[src/rtl/fetch_pkg.sv]
// fetch_pkg: shared definitions for the instruction fetch stage.
//   fetch_state_e     FSM encoding (idle / run / hold)
//   RESET_PC_DEFAULT  default first fetch address
//   PcHiW, JumpTargetW, AlignW  slice widths used to form a J-format jump target
//   form_target()     builds {pc_plus4[31:28], target_field, 2'b00}
package fetch_pkg;

  typedef enum logic [1:0] {
    StIdle = 2'd0,
    StRun  = 2'd1,
    StHold = 2'd2
  } fetch_state_e;

  localparam logic [31:0] RESET_PC_DEFAULT = 32'h0000_0000;

  localparam int unsigned PcHiW       = 4;
  localparam int unsigned JumpTargetW = 26;
  localparam int unsigned AlignW      = 2;

  function automatic logic [31:0] form_target(input logic [PcHiW-1:0]       pc_hi,
                                              input logic [JumpTargetW-1:0] target_field);
    return {pc_hi, target_field, {AlignW{1'b0}}};
  endfunction

endpackage

[src/rtl/fetch_skid_buf.sv]
// fetch_skid_buf: one-entry holding buffer for an instruction word and its pc.
//   clk_i, rst_i      clock, asynchronous active-high reset
//   load_i            capture data_i/pc_i (entry becomes valid)
//   pop_i             drop the entry
//   clear_i           drop the entry; wins over load_i and pop_i
//   data_i, pc_i      entry to capture
//   valid_o, data_o, pc_o  current entry
module fetch_skid_buf (
  input  logic        clk_i,
  input  logic        rst_i,
  input  logic        load_i,
  input  logic        pop_i,
  input  logic        clear_i,
  input  logic [31:0] data_i,
  input  logic [31:0] pc_i,
  output logic        valid_o,
  output logic [31:0] data_o,
  output logic [31:0] pc_o
);

  logic        valid_q, valid_d;
  logic [31:0] data_q, data_d;
  logic [31:0] pc_q, pc_d;

  always_comb begin
    valid_d = valid_q;
    data_d  = data_q;
    pc_d    = pc_q;
    if (clear_i) begin
      valid_d = 1'b0;
    end else if (load_i) begin
      valid_d = 1'b1;
      data_d  = data_i;
      pc_d    = pc_i;
    end else if (pop_i) begin
      valid_d = 1'b0;
    end
  end

  always_ff @(posedge clk_i or posedge rst_i) begin
    if (rst_i) begin
      valid_q <= 1'b0;
      data_q  <= 32'h0;
      pc_q    <= 32'h0;
    end else begin
      valid_q <= valid_d;
      data_q  <= data_d;
      pc_q    <= pc_d;
    end
  end

  assign valid_o = valid_q;
  assign data_o  = data_q;
  assign pc_o    = pc_q;

endmodule

[src/rtl/etapa1_fetch.sv]
// etapa1_fetch: instruction fetch stage with one-entry skid buffer and J-format redirect.
//   clk, reset         clock, asynchronous active-high reset
//   imem_req/imem_addr request to instruction memory (word-aligned byte address)
//   imem_rdata         read data, valid the cycle after the request cycle
//   instruction, pc, pc_plus4, instr_valid  presented instruction to decode
//   instr_ready        decode accepts the presented instruction
//   jump, jump_target  redirect for the presented instruction (J-format target field)
//   fetch_count, flush_count  transfer / honoured-jump counters, only when the
//                      FETCH_STATS_EN macro is defined
//
// The presented slot is either the output register or, when that register is empty,
// the response arriving this cycle (bypass). This gives a one-cycle request-to-valid
// latency while keeping outputs stable under back-pressure: an unconsumed bypassed
// response is captured into the output register at the end of its cycle.
module etapa1_fetch
  import fetch_pkg::*;
#(
  parameter logic [31:0] RESET_PC = RESET_PC_DEFAULT
) (
  input  logic                   clk,
  input  logic                   reset,
  output logic                   imem_req,
  output logic [31:0]            imem_addr,
  input  logic [31:0]            imem_rdata,
  output logic [31:0]            instruction,
  output logic [31:0]            pc,
  output logic [31:0]            pc_plus4,
  output logic                   instr_valid,
  input  logic                   instr_ready,
  input  logic                   jump,
  input  logic [JumpTargetW-1:0] jump_target
`ifdef FETCH_STATS_EN
  ,
  output logic [31:0]            fetch_count,
  output logic [31:0]            flush_count
`endif
);

  fetch_state_e state_q, state_d;
  logic [31:0]  fetch_pc_q, fetch_pc_d;   // next sequential request address
  logic         pend_q, pend_d;           // a response arrives this cycle
  logic [31:0]  pend_pc_q, pend_pc_d;     // address of that response
  logic         out_valid_q, out_valid_d;
  logic [31:0]  out_instr_q, out_instr_d;
  logic [31:0]  out_pc_q, out_pc_d;

  logic         pres_valid;
  logic [31:0]  pres_instr, pres_pc, pres_pc4;
  logic         jump_taken, consumed, stall;
  logic [31:0]  jump_addr;
  logic         req;
  logic [31:0]  addr;

  logic         skid_load, skid_pop, skid_clear;
  logic         skid_valid;
  logic [31:0]  skid_data, skid_pc;

  fetch_skid_buf u_skid (
    .clk_i   (clk),
    .rst_i   (reset),
    .load_i  (skid_load),
    .pop_i   (skid_pop),
    .clear_i (skid_clear),
    .data_i  (imem_rdata),
    .pc_i    (pend_pc_q),
    .valid_o (skid_valid),
    .data_o  (skid_data),
    .pc_o    (skid_pc)
  );

  assign pres_valid = out_valid_q | pend_q;
  assign pres_instr = out_valid_q ? out_instr_q : (pend_q ? imem_rdata : 32'h0);
  assign pres_pc    = out_valid_q ? out_pc_q : pend_pc_q;
  assign pres_pc4   = pres_pc + 32'd4;
  assign jump_taken = jump & pres_valid;
  // A redirect consumes the presented instruction regardless of instr_ready.
  assign consumed   = pres_valid & (instr_ready | jump);
  assign jump_addr  = form_target(pres_pc4[31 -: PcHiW], jump_target);
  // Output register full, not leaving, and a response arriving: it must go to the
  // skid buffer, and this cycle's request is withheld so nothing else lands behind it.
  assign stall      = out_valid_q & pend_q & ~consumed;

  always_comb begin
    state_d     = state_q;
    fetch_pc_d  = fetch_pc_q;
    pend_d      = 1'b0;
    pend_pc_d   = pend_pc_q;
    out_valid_d = out_valid_q;
    out_instr_d = out_instr_q;
    out_pc_d    = out_pc_q;
    skid_load   = 1'b0;
    skid_pop    = 1'b0;
    skid_clear  = 1'b0;
    req         = 1'b0;
    addr        = fetch_pc_q;

    if (jump_taken) begin
      // Arriving response (if not the jumping instruction itself) is dropped.
      req         = 1'b1;
      addr        = jump_addr;
      out_valid_d = 1'b0;
      skid_clear  = 1'b1;
      state_d     = StRun;
    end else begin
      unique case (state_q)
        StIdle: begin
          req     = 1'b1;
          state_d = StRun;
        end
        StRun: begin
          if (stall) begin
            skid_load = 1'b1;
            state_d   = StHold;
          end else begin
            req = 1'b1;
            // Capture the response if the register is being vacated, or if it was
            // bypassed into an empty register but not taken.
            if (pend_q && (out_valid_q == consumed)) begin
              out_valid_d = 1'b1;
              out_instr_d = imem_rdata;
              out_pc_d    = pend_pc_q;
            end else if (consumed) begin
              out_valid_d = 1'b0;
            end
          end
        end
        StHold: begin
          if (instr_ready) begin
            req         = 1'b1;
            skid_pop    = 1'b1;
            out_valid_d = skid_valid;
            out_instr_d = skid_data;
            out_pc_d    = skid_pc;
            state_d     = StRun;
          end
        end
        default: state_d = StIdle;
      endcase
    end

    if (req) begin
      pend_d     = 1'b1;
      pend_pc_d  = addr;
      fetch_pc_d = addr + 32'd4;
    end
  end

  always_ff @(posedge clk or posedge reset) begin
    if (reset) begin
      state_q     <= StIdle;
      fetch_pc_q  <= RESET_PC;
      pend_q      <= 1'b0;
      pend_pc_q   <= RESET_PC;
      out_valid_q <= 1'b0;
      out_instr_q <= 32'h0;
      out_pc_q    <= RESET_PC;
    end else begin
      state_q     <= state_d;
      fetch_pc_q  <= fetch_pc_d;
      pend_q      <= pend_d;
      pend_pc_q   <= pend_pc_d;
      out_valid_q <= out_valid_d;
      out_instr_q <= out_instr_d;
      out_pc_q    <= out_pc_d;
    end
  end

  // The idle state requests, so the request is masked while reset is held.
  assign imem_req    = req & ~reset;
  assign imem_addr   = addr;
  assign instruction = pres_instr;
  assign pc          = pres_pc;
  assign pc_plus4    = pres_pc4;
  assign instr_valid = pres_valid;

`ifdef FETCH_STATS_EN
  logic [31:0] fetch_cnt_q, flush_cnt_q;

  always_ff @(posedge clk or posedge reset) begin
    if (reset) begin
      fetch_cnt_q <= 32'h0;
      flush_cnt_q <= 32'h0;
    end else begin
      if (pres_valid && instr_ready) fetch_cnt_q <= fetch_cnt_q + 32'd1;
      if (jump_taken)                flush_cnt_q <= flush_cnt_q + 32'd1;
    end
  end

  assign fetch_count = fetch_cnt_q;
  assign flush_count = flush_cnt_q;
`endif

endmodule

[config.mk]
export PLATFORM = sky130hd
export DESIGN_NAME = etapa1_fetch
export DESIGN_NICKNAME = d
export VERILOG_FILES = /design/src/rtl/fetch_pkg.sv /design/src/rtl/fetch_skid_buf.sv /design/src/rtl/etapa1_fetch.sv
export SDC_FILE = /design/constraint.sdc
export NUM_CORES = 1
export LEC_CHECK = 0
export ABC_AREA = 0
export CORE_UTILIZATION = 40
export CTS_CLUSTER_DIAMETER = 60
export CTS_CLUSTER_SIZE = 25
export DETAILED_ROUTE_END_ITERATION = 7
export PLACE_DENSITY = 0.73
export SYNTH_ARGS = -nofsm -noshare
export SYNTH_HDL_FRONTEND = slang
export SYNTH_SLANG_ARGS = --single-unit
[constraint.sdc]
create_clock -name clk -period 16 [get_ports clk]
set_input_delay 4.8 -clock clk [delete_from_list [all_inputs] [get_ports clk]]
set_output_delay 4.8 -clock clk [all_outputs]
set_load 0.05 [all_outputs]
Yosys cells after proc, flatten, opt, wreduce, memory -nomap -nowiden --
Cells that the tools add are included.
Word-level totals: register bits after elaboration 197, input port bits 62, output and inout port bits 130, word-level logic and storage cells 78
Cells by class: $add $sub $neg 2, eq/ne operators 10, mux-type cells 36, bitwise gates (word level) 11, reduce and logical (&&, ||, !) cells 9
Operator list (count):
- $mux W32 | 10
- $pmux W32 S2 | 2
- $add A32 B3 Y32 const B | 2
- $mux W1 | 18
- $ne A3 B3 Y1 const B | 3
- $mux W2 | 3
- $ne A2 B2 Y1 const B | 3
- $pmux W2 S3 | 1
- $reduce_bool A3 Y1 | 2
- $and A1 B1 Y1 | 5
- $reduce_and A5 Y1 | 1
- $ne A4 B4 Y1 const B | 1
- $not A1 Y1 | 4
- $reduce_and A2 Y1 | 2
- $reduce_and A4 Y1 | 1
- $pmux W1 S3 | 1
- $eq A2 B1 Y1 const B | 1
- $eq A2 B2 Y1 const B | 1
- $logic_not A2 Y1 | 1
- $or A1 B1 Y1 | 2
- $pmux W1 S2 | 1
- $reduce_bool A2 Y1 | 1
- $eq A1 B1 Y1 | 1
- $logic_and A1 B1 Y1 | 1

Logic depth before layout (Yosys ltp) --
Gate-level depths: netlist of the first run.
depth in word-level cells 9, mapped depth 17, depth with buffers taken out 11

Modules after synthesis --
Synthesis of the first run repeated with hierarchy kept, for this count alone.
Unflattened totals: cell total of the unflattened synthesis 1132, area total of the unflattened synthesis 10989.3 µm²
Modules (own cells, without submodules):
- etapa1_fetch | times used 1, cells each 991, area an instance 8244.2 µm², seq. area each 3253.1 µm²
- fetch_skid_buf | times used 1, cells each 141, area an instance 2745.1 µm², seq. area each 1626.6 µm²

Worst setup path before layout of the first run --
Ideal clock, no wire load.
path kind input -> output, start in jump, end out imem_addr[31], arrival time 6.692 ns, required time 11.200 ns, setup slack 4.508 ns, stages 9, path through buf_2 > o21a_1 > buf_2 > buf_4 > buf_2 > buf_2 > buf_2 > o311ai_1 > nand3_1
Between the ends: longest elaborated chain between the ends 2
RTL lines:
- start: declaration | line etapa1_fetch.sv:30 | input logic jump,
- $and A1 B1 Y1 | line etapa1_fetch.sv:75 | assign jump_taken = jump & pres_valid;
- $mux W32 | line etapa1_fetch.sv:97 | if (jump_taken) begin
- end: declaration | line etapa1_fetch.sv:23 | output logic [31:0] imem_addr,
No other way between the ends.

Worst setup path in the final report of the first run --
start in jump, end out imem_addr[28]
The elaborated chain is that of the path after synthesis.

==> results of run 1 <==
## how the worst max path moves through the flow
| stage | from | to | slack, ns | depth (start not counted) |
|---|---|---|---|---|
| 3_5_place_dp | jump | imem_addr[29] | 3.56 | 9 |
| 2_1_floorplan | jump | imem_addr[31] | 4.51 | 9 |
| 6_report | jump | imem_addr[28] | 3.51 | 9 |
| 3_3_place_gp | jump | imem_addr[29] | 3.59 | 9 |
| 5_1_grt | jump | imem_addr[28] | 3.33 | 9 |
| 4_1_cts | jump | imem_addr[28] | 3.53 | 9 |
## critical path: cells and delay by family
kind | cells | cell delay (ns)
buffers and inverters | 4 | 2.01
AOI/OAI and AO/OA | 3 | 0.45
and+or+nand+nor | 2 | 0.38
## power by group through the flow
| stage | Clock, uW | Sequential (uW) | Combinational (uW) |
|---|---|---|---|
| finish | 461 | 922 | 1740 |
| global route | 491 | 954 | 1850 |
| CTS | 473 | 917 | 1750 |
| detailed placement | 0 | 924 | 1750 |
| global placement | 0 | 912 | 1730 |
| floorplan | 0 | 852 | 1280 |
## cell usage after synthesis, types with 5 or more instances
cell type / number / area (um2)
nand2_1: 310 / 1160
dfrtp_1: 195 / 4880
nor2_1: 94 / 353
mux2_2: 84 / 946
o21ai_0: 80 / 400
a31oi_1: 74 / 463
clkbuf_1: 60 / 225
xnor2_1: 40 / 350
inv_1: 39 / 146
mux2i_1: 37 / 370
nand3_1: 34 / 170
a21oi_1: 15 / 75.1
nor3_1: 13 / 65.1
nand4_1: 12 / 75.1
and2_1: 11 / 68.8
and3_1: 8 / 50.1
buf_2: 8 / 40.0
o21ai_1: 7 / 35.0
xor2_1: 7 / 61.3
nand4b_1: 6 / 52.6
o31ai_1: 6 / 45.0
buf_1: 5 / 18.8
nand2b_1: 5 / 31.3
or3_1: 5 / 31.3
## metrics by stage
stage / util [%] / hold slack (ns)
final: 51.6 / 0.486
after global routing: 51.6 / 0.507
after CTS: 51.6 / 0.485
after detailed placement: 49.1 / 0.467
after global placement: 49.1 / 0.467
after floorplan: - / 0.448
## cell families (layout without fill, tap and decap cells)
group / Yosys count / after routing / share of synthesized area [%]
flip-flops: 195 / 195 / 45.3
buffers and inverters: 122 / 276 / 4.69
XOR/XNOR: 47 / 47 / 3.82
AND/OR/NAND/NOR: 522 / 522 / 21.5
AO/OA/AOI/OAI: 207 / 207 / 12.0
multiplexers: 123 / 123 / 12.5
adder cells (fa/ha/maj): 2 / 2 / 0.232
## flip-flops by register name, indices dropped and copies added (netlist names)
signal,cells
fetch_pc_q,32
out_instr_q,32
out_pc_q,32
u_skid.data_o,32
u_skid.pc_o,32
pend_pc_q,30
state_q,2
out_valid_q,1
pend_q,1
u_skid.valid_o,1
## final cells by class
cell class	instances	area, um2
tap	335	419
sequential	195	4880
clock inverter	12	169
inverter	43	169
fill	2379	12700
clock buffer	20	467
timing repair buffer	201	1990
multi-input combinational	901	5420
## per-layer routing
layer | wire (um) | vias to the layer above | global-route usage, %
met1 | 12600 | 4385 | 27.3
li1 | - | 4427 | -
met5 | 0 | - | 0
met2 | 13400 | 272 | 34.2
met3 | 1430 | 38 | 3.88
met4 | 597 | 0 | 6.66
## placed cells by master (no fill, tap or decap), drive strengths merged, types with 3 or more instances in the layout
cell type | netlist | routed
dfrtp | 195 | 195
inv | 42 | 47
nand4 | 16 | 16
nor4 | 3 | 3
clkinv | 1 | 4
bufinv | 0 | 3
a21oi | 15 | 15
buf | 19 | 10
mux2i | 38 | 38
clkbuf | 60 | 20
o21a | 3 | 3
clkdlybuf4s50 | 0 | 191
nor2 | 94 | 94
nand3 | 36 | 36
a31oi | 74 | 74
and2 | 11 | 11
or3 | 5 | 5
nand2 | 310 | 310
xnor2 | 40 | 40
nor3 | 14 | 14
o31ai | 7 | 7
nand4b | 6 | 6
nand3b | 4 | 4
o21ai | 88 | 88
xor2 | 7 | 7
and3 | 8 | 8
nand2b | 5 | 5
a21o | 3 | 3
mux2 | 85 | 85
==> flow_summary.ini, run 1 <==
[floorplanning]
start_util_pct = 41.1
io_pins = 192
die-area_um2 = 27600
die_w_um = 166
fp.coreArea_um2 = 26200
die_height_um = 166
placement_rows = 59

[clocking]
clk_latency_ns = 0.43
cts-buffers-inserted = 17
htree_levels = 4
cts_resized = 0
cts_root_buf = clkbuf_16
cts_hold_buf = 0
clock-sinks = 195
clk_pin_slew_worst_paths_ns = 0.07
clk_path_buf_depth = 2
cts_setup_buffers = 0
cts_tree = yes

[sta]
clock_skew_ns = 0.00867
slew_headroom_pct = 29.3
finalHoldViolations = 0
setup_violations = 0
period_minus_slack_ns = 12.49
tightest_slew_ns = 1.06
timing.final.crit_share_pct = 78.0
fmax_mhz = 80.1
rsz0062_at_grt = false
setup_ws_ns = 3.51
tns_ns = 0
drv_slew = 0

[route]
drc = 15
via_per_inst = 5.34
wl_mm = 28.0
wl_per_cell_um = 16.4
vias = 9122
ant_nets = 0
first_pass_iters = 8
dr.first_iter.drc_count = 653

[synth]
syn_nets = 1282
synth_cell_types = 67
synth_edf_count = 0
ys_seq_area_share_pct = 45.3
syn_inst = 1218
synth_seq_cells = 195
synthFlopType = dfrtp_1
synth-async-reset-ratio_pct = 100
syn_avg_cell_area_um2 = 8.84
netlist_area_um2 = 10800
synth_warnings = 0

[power_and_ir_drop]
power.density_nw_per_um2 = 231
ir_drop_mv = 0.154
p_int_uw = 1600
power_switching_uw = 1520
p_comb_share_pct = 55.7
finalPower_uw = 3120
leakagePower_uw = 0.00562
power_switching_share_pct = 48.8
power_frac_seq_pct = 29.5
p_clk_share_pct = 14.8

[setup_path]
reg2reg_depth = 11
max_stage_delay_ns = 0.83
reg2reg_setup_slack_ns = 11.39
crit_chain = clkdlybuf4s50_1 -> o21a_2 -> buf_4 -> nand2_1 -> a31oi_1 -> a31oi_1 -> and2_1 -> inv_2 -> clkdlybuf4s50_1
crit_type = in -> out
reg2reg_to = fetch_pc_q[22]
start_kind = input pin
worst-path-max-fanout = 44
cp_data_arrival_time_ns = 7.69
end_kind = output port
crit_slowest_cell = clkdlybuf4s50_1
required_ns = 11.20
r2r-start = out_valid_q

[run_status]
violations = DRC
outcome = finished with violations

[global_route]
grt_util_all_layers_pct = 20.7
overflow = 0
antenna_found_initial = 0
grt_pass1_vias = 8631
grt_max_degree = 126
grt_pass1_wl_mm = 46.1

[layout]
area_delta_synth_final_pct = 25.5
layout.cells.non_filler = 1707
nets = 1423
design_area_um2 = 13500
diodes = 0
drive_gt1_share_pct = 11.7

[place]
place_congestion = 0.878
dp_hpwl_mm = 19.1
port_buffers = 191
dp_cells = 1675
dp_worst_setup_slack_ns = 3.56
dpl-instance-area_um2 = 12900

[worst_hold_path]
hold_path.class = reg -> reg
holdPathEnd = fetch_pc_q[29]
hold_path_depth = 2
hp-start = fetch_pc_q[29]

[flow_run]
max_cap_violations = 0
Note: power is estimated with default switching activity, not from simulation.
==> inputs of run 2 (changes only) <==
- PLACE_DENSITY: 0.73 -> 0.76
- clock period: 16 -> 10.1 ns (I/O delays scaled with it)
==> run 2 against run 1 <==
  * The run still ends with DRC left
  * Routed wire length up 2.0%
  * Sequential power is 59% higher
  * First-iteration DRC count rose by 1.8%
  * Core utilization shrank 0.16 points
  * Critical path depth fell by 3
  * Combinational power increased by 58%
  * Final cell count is the same
  * Register-to-register slack lost 5.8 ns
  * Flip-flop and latch count did not move
  * Hold slack improved by 0.0023 ns
  * Critical endpoint is now imem_addr[15]
==> flow_summary.ini, run 2 (synthesis gave the netlist of run 1 again) <==
[clocking]
cts_setup_buffers = 0
cts-buffers-inserted = 17
cts_root_buf = clkbuf_16
clk_path_buf_depth = 2
cts_resized = 0
clock-sinks = 195
htree_levels = 4
clk_pin_slew_worst_paths_ns = 0.07
clk_latency_ns = 0.43
cts_hold_buf = 0
cts_tree = yes

[setup_path]
worst-path-max-fanout = 23
end_kind = output port
reg2reg_setup_slack_ns = 5.64
crit_type = in -> out
cp_data_arrival_time_ns = 5.99
required_ns = 7.07
start_kind = input pin

[sta]
clock_skew_ns = 0.0135
drv_slew = 0
timing.final.crit_share_pct = 89.3
setup_ws_ns = 1.08
tns_ns = 0
whs_ns = 0.488
period_minus_slack_ns = 9.02
fmax_mhz = 111
setup_violations = 0
slew_headroom_pct = 36.9
rsz0062_at_grt = false
finalHoldViolations = 0
tightest_slew_ns = 0.946

[layout]
ff_latch_area_um2 = 4880
multi_input_area_um2 = 5420
fill_cells = 2382
layout_common_cells = 310 x nand2_1, 194 x dfrtp_1, 191 x clkdlybuf4s50_1
layout.cells.non_filler = 1707
mostFrequentLayoutCell = nand2_1
design_area_um2 = 13500
nets = 1424
area_delta_synth_final_pct = 25.1
drive_gt1_share_pct = 11.7
diodes = 0

[place]
place_congestion = 0.906
dp_worst_setup_slack_ns = 1.12
port_buffers = 191
dp_cells = 1676
dpl-instance-area_um2 = 12900
dp_hpwl_mm = 19.3

[run_status]
outcome = finished with violations
violations = DRC

[global_route]
grt_pass1_vias = 8972
grt_max_degree = 122
overflow = 0
antenna_found_initial = 0
grt_pass1_wl_mm = 47.0
grt_util_all_layers_pct = 21.2

[power_and_ir_drop]
p_int_uw = 2470
power_switching_uw = 2430
power_frac_seq_pct = 30.0
p_comb_share_pct = 56.1
ir_drop_mv = 0.224
p_clk_share_pct = 13.9
power.density_nw_per_um2 = 364
leakagePower_uw = 0.00560
power_switching_share_pct = 49.6

[route]
wl_per_cell_um = 16.7
vias = 9246
drc = 15
wl_mm = 28.6
via_per_inst = 5.42
dr.first_iter.drc_count = 665
first_pass_iters = 7
ant_nets = 0

[worst_hold_path]
hold_path.class = reg -> reg

[floorplanning]
die-area_um2 = 27600
fp.coreArea_um2 = 26200
io_pins = 192
placement_rows = 59
die_w_um = 166
die_height_um = 166
start_util_pct = 41.1

[flow_run]
max_cap_violations = 0
run 2: area by class of cell:
| class | count | share of cell area, % |
|---|---|---|
| Clock inverter | 13 | 1.09 |
| Inverter | 43 | 1.25 |
| Tap cell | 335 | 3.11 |
| Clock buffer | 18 | 3.26 |
| Sequential cell | 195 | 36.3 |
| Timing Repair Buffer | 202 | 14.8 |
| Multi-Input combinational cell | 901 | 40.2 |
run 2: metrics by stage:
step,util [%],total power (uW)
6_report,51.4,4900
5_1_grt,51.4,5180
4_1_cts,51.4,4930
2_1_floorplan,-,3370
3_3_place_gp,49.2,4180
3_5_place_dp,49.2,4240
run 2: routing by layer:
metal  up-vias  GRT usage, %  part of all wire (%)
met5         -             0                     0
met4         0          6.99                   2.1
met3        38          4.19                   5.3
met2       286          35.0                    48
met1      4485          27.9                    45
li1       4437             -                     -
run 2: worst paths after layout:
kind,start,to,cells after the start
worst max-delay path,jump,imem_addr[15],6
worst min-delay path,fetch_pc_q[29],fetch_pc_q[29],2
worst max register to register,out_valid_q,fetch_pc_q[22],10
worst min register to register,fetch_pc_q[29],fetch_pc_q[29],2
max in group asynchronous,reset,out_valid_q,3
min in group asynchronous,reset,pend_pc_q[3],2
run 2: worst max-delay path: stages:
cell and delay [ns]:
clkdlybuf4s50_1 0.63, o21a_2 0.59, buf_4 0.41, mux2i_1 0.52, inv_1 0.09, clkdlybuf4s50_1 0.71
run 2: power groups by stage:
stage / clock [uW] / sequential [uW] / combinational [uW]
5_1_grt: 733 / 1530 / 2930
4_1_cts: 700 / 1470 / 2770
6_report: 682 / 1470 / 2750
3_5_place_dp: 0 / 1480 / 2760
3_3_place_gp: 0 / 1460 / 2720
2_1_floorplan: 0 / 1350 / 2020
